File: src/rtl/init_mem_if.sv
// Bus bundle for init_mem: write port, clear request, multi-port reads, status.
interface init_mem_if #(
  parameter int DATA    = 8,
  parameter int ADDR    = 8,
  parameter int NUMREAD = 2
) ();
  logic                             wr_en;
  logic [ADDR-1:0]                  wr_addr;
  logic [DATA-1:0]                  wr_data;
  logic                             clear;
  logic [NUMREAD-1:0]               rd_en;
  logic [NUMREAD-1:0][ADDR-1:0]     rd_addr;
  logic [NUMREAD-1:0][DATA-1:0]     rd_data;
  logic [NUMREAD-1:0]               rd_valid;
  logic                             busy;

  // Requester side drives requests and observes results.
  modport master (
    output wr_en, wr_addr, wr_data, clear, rd_en, rd_addr,
    input  rd_data, rd_valid, busy
  );

  // Memory side.
  modport slave (
    input  wr_en, wr_addr, wr_data, clear, rd_en, rd_addr,
    output rd_data, rd_valid, busy
  );
endinterface

File: src/rtl/init_mem.sv
// Self-initialising RAM: after reset (or on a clear pulse) a sweep writes
// INIT_VAL to every word, one per cycle; user traffic is ignored meanwhile.
// One write port and NUMREAD independent registered read ports.
module init_mem #(
  parameter int              DATA        = 8,
  parameter int              ADDR        = 8,
  parameter int              NUMREAD     = 2,
  parameter bit              WRITE_FIRST = 1'b1,
  parameter logic [DATA-1:0] INIT_VAL    = '0
) (
  input  logic       clk,
  input  logic       rst,
  init_mem_if.slave  bus
);
  localparam int DEPTH = 1 << ADDR;

  typedef enum logic {SWEEP = 1'b0, IDLE = 1'b1} state_t;

  state_t                       state;
  logic [ADDR-1:0]              sweep_cnt;
  logic                         busy_q;
  logic [DATA-1:0]              mem [DEPTH];
  logic [NUMREAD-1:0][DATA-1:0] rd_word;
  logic [NUMREAD-1:0][DATA-1:0] rd_data_q;
  logic [NUMREAD-1:0]           rd_valid_q;

  // Sweep control: walk every address once, then idle until a clear request.
  // NOTE: sequential state uses non-blocking (<=) so every flop samples the
  // pre-edge values of the others, matching real hardware.
  always_ff @(posedge clk or posedge rst) begin
    if (rst) begin
      state     <= SWEEP;
      sweep_cnt <= '0;
      busy_q    <= 1'b1;
    end else begin
      case (state)
        SWEEP: begin
          sweep_cnt <= sweep_cnt + 1'b1;  // wraps to 0 after the last word
          if (sweep_cnt == '1) begin
            state  <= IDLE;
            busy_q <= 1'b0;
          end
        end
        IDLE: begin
          if (bus.clear) begin
            state     <= SWEEP;
            sweep_cnt <= '0;
            busy_q    <= 1'b1;
          end
        end
        default: begin
          state  <= SWEEP;
          busy_q <= 1'b1;
        end
      endcase
    end
  end

  // Array write: sweep has priority and locks out user writes.
  // NOTE: the array deliberately has no reset; its contents are defined by
  // the sweep, which lets it map onto plain RAM.
  always_ff @(posedge clk) begin
    if (state == SWEEP) begin
      mem[sweep_cnt] <= INIT_VAL;
    end else if (bus.wr_en) begin
      mem[bus.wr_addr] <= bus.wr_data;
    end
  end

  // Per-port read word, with optional bypass of a same-address write.
  // NOTE: defaults assigned first so no path leaves rd_word unassigned,
  // which would otherwise infer a latch.
  always_comb begin
    rd_word = '0;
    for (int i = 0; i < NUMREAD; i++) begin
      rd_word[i] = mem[bus.rd_addr[i]];
      if (WRITE_FIRST && bus.wr_en && (bus.wr_addr == bus.rd_addr[i])) begin
        rd_word[i] = bus.wr_data;
      end
    end
  end

  // Registered read ports: load and flag on a request while idle, else hold.
  always_ff @(posedge clk or posedge rst) begin
    if (rst) begin
      rd_data_q  <= '0;
      rd_valid_q <= '0;
    end else begin
      for (int i = 0; i < NUMREAD; i++) begin
        if (state == IDLE && bus.rd_en[i]) begin
          rd_data_q[i]  <= rd_word[i];
          rd_valid_q[i] <= 1'b1;
        end else begin
          rd_valid_q[i] <= 1'b0;
        end
      end
    end
  end

  assign bus.rd_data  = rd_data_q;
  assign bus.rd_valid = rd_valid_q;
  assign bus.busy     = busy_q;
endmodule

File: src/flat_wrapper.sv
// flat-port wrapper written by rule: the top's interface ports become plain ports
module init_mem_flat 
#(
  parameter int              DATA        = 8,
  parameter int              ADDR        = 8,
  parameter int              NUMREAD     = 2,
  parameter bit              WRITE_FIRST = 1'b1,
  parameter logic [DATA-1:0] INIT_VAL    = '0
)
  (clk, rst, bus_wr_en, bus_wr_addr, bus_wr_data, bus_clear, bus_rd_en, bus_rd_addr, bus_rd_data, bus_rd_valid, bus_busy);
  init_mem_if #(.DATA(DATA), .ADDR(ADDR), .NUMREAD(NUMREAD)) bus_i ();
  input  logic clk;
  input  logic rst;
  input wire logic [$bits(bus_i.wr_en)-1:0] bus_wr_en;
  input wire logic [$bits(bus_i.wr_addr)-1:0] bus_wr_addr;
  input wire logic [$bits(bus_i.wr_data)-1:0] bus_wr_data;
  input wire logic [$bits(bus_i.clear)-1:0] bus_clear;
  input wire logic [$bits(bus_i.rd_en)-1:0] bus_rd_en;
  input wire logic [$bits(bus_i.rd_addr)-1:0] bus_rd_addr;
  output wire logic [$bits(bus_i.rd_data)-1:0] bus_rd_data;
  output wire logic [$bits(bus_i.rd_valid)-1:0] bus_rd_valid;
  output wire logic [$bits(bus_i.busy)-1:0] bus_busy;
  assign bus_i.wr_en = bus_wr_en;
  assign bus_i.wr_addr = bus_wr_addr;
  assign bus_i.wr_data = bus_wr_data;
  assign bus_i.clear = bus_clear;
  assign bus_i.rd_en = bus_rd_en;
  assign bus_i.rd_addr = bus_rd_addr;
  assign bus_rd_data = bus_i.rd_data;
  assign bus_rd_valid = bus_i.rd_valid;
  assign bus_busy = bus_i.busy;
  init_mem #(.DATA(DATA), .ADDR(ADDR), .NUMREAD(NUMREAD), .WRITE_FIRST(WRITE_FIRST), .INIT_VAL(INIT_VAL)) u_core (.clk(clk), .rst(rst), .bus(bus_i));
endmodule
File: config.mk
export PLATFORM = sky130hd
export DESIGN_NAME = init_mem_flat
export DESIGN_NICKNAME = d
export VERILOG_FILES = /design/src/rtl/init_mem_if.sv /design/src/rtl/init_mem.sv /design/src/flat_wrapper.sv
export SDC_FILE = /design/constraint.sdc
export NUM_CORES = 2
export LEC_CHECK = 0
export ABC_CLOCK_PERIOD_IN_PS = 6450
export CORE_ASPECT_RATIO = 1.5
export CORE_MARGIN = 5
export CORE_UTILIZATION = 40
export CTS_CLUSTER_DIAMETER = 150
export DETAILED_ROUTE_END_ITERATION = 8
export SLEW_MARGIN = 20
export SYNTH_ARGS = -nofsm -noshare
export SYNTH_HDL_FRONTEND = slang
export SYNTH_SLANG_ARGS = --single-unit
export TNS_END_PERCENT = 100
File: constraint.sdc
create_clock -name clk -period 6.45 [get_ports clk]
set_input_delay 1.29 -clock clk [delete_from_list [all_inputs] [get_ports clk]]
set_output_delay 1.29 -clock clk [all_outputs]
set_load 0.02 [all_outputs]
==> impl_results.md <==
* Run status: complete, no violations
* Number of enable flip-flop cells after synthesis at 2048
* Row count at approximately 220
* Placer Congestion at 0.994
* Final Net Count at 5491
* Top cells by area, synth: edfxtp_1 (63%), mux4_2 (19%), mux2i_1 (4.1%)
* RSZ-0062 raised after global routing: no
* HP Class: reg -> reg
* Total GRT Usage at 0.287
* Vias in the first global route at roughly 60k
* Crit path to: u_core.bus.rd_data[12]
* Peak Freq at between 200 and 250 MHz
* Power Density at 277 nW/µm²
* CTS tree: yes
* Skew final at 66.2 ps
* Most frequent cells in the layout: edfxtp_1 (2048), mux4_2 (827), mux2i_1 (406)
* FF-to-FF setup slack at 2390 ps
* Post-CTS Setup Bufs at 0
* Area leader, netlist: edfxtp_1
* WL/cell at 42.3 µm
* Power, Total at 30.4 mW
* Worst slack on hold paths at 480 ps
* IO Count at 57
* Initial antenna violation count at 23
* WP depth at 8
* Register Area at 62200 µm²
* Drt first pass iters at 8
* Max-Slew Margin vs Limit at 0.142
* Yosys cell types at 83
* Post-synthesis net count at 5316
* Largest net degree at the start of global routing at just under 200
* Max-cap violations at 0
* DRT antenna net count at 0
* Global route overflow at 0
* RR Endpoint: u_core.mem[63][7]
* Data arrival, critical path at 5520 ps
* Layout cells sized above 1 at 0.275
* # setup viols final at 0
* Avg Cell Area, Syn at 18.6 µm²
* Area delta synth->final at 11.8%
* Crit path required time at 7160 ps
* Seq cells post-synth at 2076
* Layout fillers at 20.8k
* VDD IR-drop max at 0.182 mV
* Synthesized area at 98200 µm²
* Multi-input combinational cell area at between 30000 and 40000 µm²
* Crit-path max FO at 15
* Synth Warn # at 0
* Final Hold Vio Count at 0
* Clock transition at path regs at 70 ps
* Clk_lat worst skew at 890 ps
* Core ar. at between 200000 and 250000 µm²
* Worst Setup Start Kind: input pin
* DR iter-0 viols at 8194
* Final worst-path cycle share at 0.746
* R2R depth at 6
* Slew Limit Fails at 0
* Fraction of registers with async set/reset at 0.0135
* Die width at 415 µm
* Actual slew at the worst max-slew pin at around 1300 ps
* Die Y at 617 µm
* First-pass GRT wire length at 509000 µm
* Die ar. at ~260000 µm²
* Crit path cell chain: clkdlybuf4s50_1 -> inv_1 -> nand2_1 -> or3_1 -> o21ai_0 -> nor4_1 -> or4_1 -> o31ai_1
* Initial Util at 0.402
* Vias per cell at ~6.8
* Via count at 60.2k
* Post-Syn Instances at 5277
* CP endpoint kind: register
* Setup TNS at 0 ps
* Slowest CP cell: nor4_1
* DR DRC count at 0
* FF-to-FF Start: u_core.state
* Hold_buf cts at 0
* Total CTS buffers at 198
* Min cycle time layout at 4810 ps
* Largest stage delay, worst path at about 1100 ps
* PortBufs at 56
* Post-DP HPWL at 259000 µm
* Main flop type after synthesis: edfxtp_1
* WS Path Type: in -> reg
* Top cell type's share of synthesized area at 0.626
* Post-cts sizing count at 0
* CTS Sinks at around 2.1k
* Setup crit start: bus_rd_addr[13]
* Post-Route WL at 376000 µm
* Root Buffer: clkbuf_16
* Pleak at 36.5 nW
* Most common cell after layout, fill and taps aside: edfxtp_1
* Worst path top cell family by delay: simple AND/OR/NAND/NOR gates
* H-tree levels at 4
* Seq/Total Area, Yosys at 0.633
* CP bufs+invs at 2
* Clock buffer depth at 4
report_power, final:
group / internal (mW) / leakage (nW) / switching (mW)
Combinational: 1.15 / 12.9 / 2.50
Clock: 6.45 / 3.05 / 5.27
Sequential: 14.9 / 20.5 / 0.188
worst min path at each step:
stage	start	end	slack [ps]	depth (start not counted)
after floorplan	u_core.sweep_cnt[6]	u_core.sweep_cnt[6]	480	1
after global placement	u_core.bus.busy	u_core.bus.busy	460	2
after detailed placement	u_core.bus.busy	u_core.bus.busy	470	2
after CTS	u_core.bus.busy	u_core.bus.busy	480	2
after global routing	u_core.bus.busy	u_core.bus.busy	490	2
final	u_core.bus.busy	u_core.bus.busy	480	2
synth_stat cells, drive strengths merged, types with 17 or more instances:
| master | n |
|---|---|
| o22ai | 65 |
| nor2 | 307 |
| a221oi | 62 |
| mux2i | 407 |
| nor4 | 17 |
| buf | 223 |
| a21oi | 119 |
| edfxtp | 2048 |
| nor2b | 20 |
| mux4 | 894 |
| nor3 | 26 |
| a211oi | 34 |
| o221ai | 75 |
| clkbuf | 198 |
| o21ai | 59 |
| nand3 | 82 |
| a22o | 40 |
| dfrtp | 27 |
| a22oi | 196 |
| nand2 | 146 |
| inv | 20 |
| nand4 | 18 |
cell families after synthesis:
logic type      share of synthesized area
compound gates                     0.0544
xor+xnor                         0.000981
fa+ha+maj                        0.000127
buf+inv                            0.0289
flops                               0.633
mux                                 0.250
simple gates                       0.0320
state kept, by name, indices dropped and copies added, names as in the netlist:
register / flops
u_core.bus.rd_valid: 2
u_core.state: 1
u_core.bus.busy: 1
u_core.bus.rd_data: 16
u_core.mem: 2048
u_core.sweep_cnt: 8
layout make-up:
cell class,instances,area share
multi-input cells,2758,0.304
flip-flops and latches,2076,0.567
inverters,21,0.00113
clock inverters,113,0.00946
clock buffers,244,0.0479
repair buffers,397,0.0337
diodes,22,0.000502
well taps,3248,0.0370
metrics by stage:
step | cell area (µm²) | worst slack [ps] | instances | utilization
detailed placement | 103000 | 988 | 8495 | 0.423
finish | 110000 | 1640 | 8879 | 0.450
global placement | 103000 | 964 | 8491 | 0.423
CTS | 110000 | 1910 | 8852 | 0.449
global route | 110000 | 1760 | 8863 | 0.449
floorplan | 98200 | 483 | 5277 | -
layer usage:
metal  GRT usage  part of all wire  up-vias
met4       0.229             0.099       10
li1            -                 -    23000
met5           0           0.00024        -
met1       0.329              0.33    32000
met3      0.0585             0.089     1073
met2       0.470              0.48     4049
worst register-to-register path: stages, from the launching register on:
cell     delay, ps
dfrtp_1        350
buf_4          310
nand3_1        220
and2_1         210
a21oi_1        650
nand3_1        960
nor2_1         960
No activity file was read; power rests on OpenSTA's default activity.
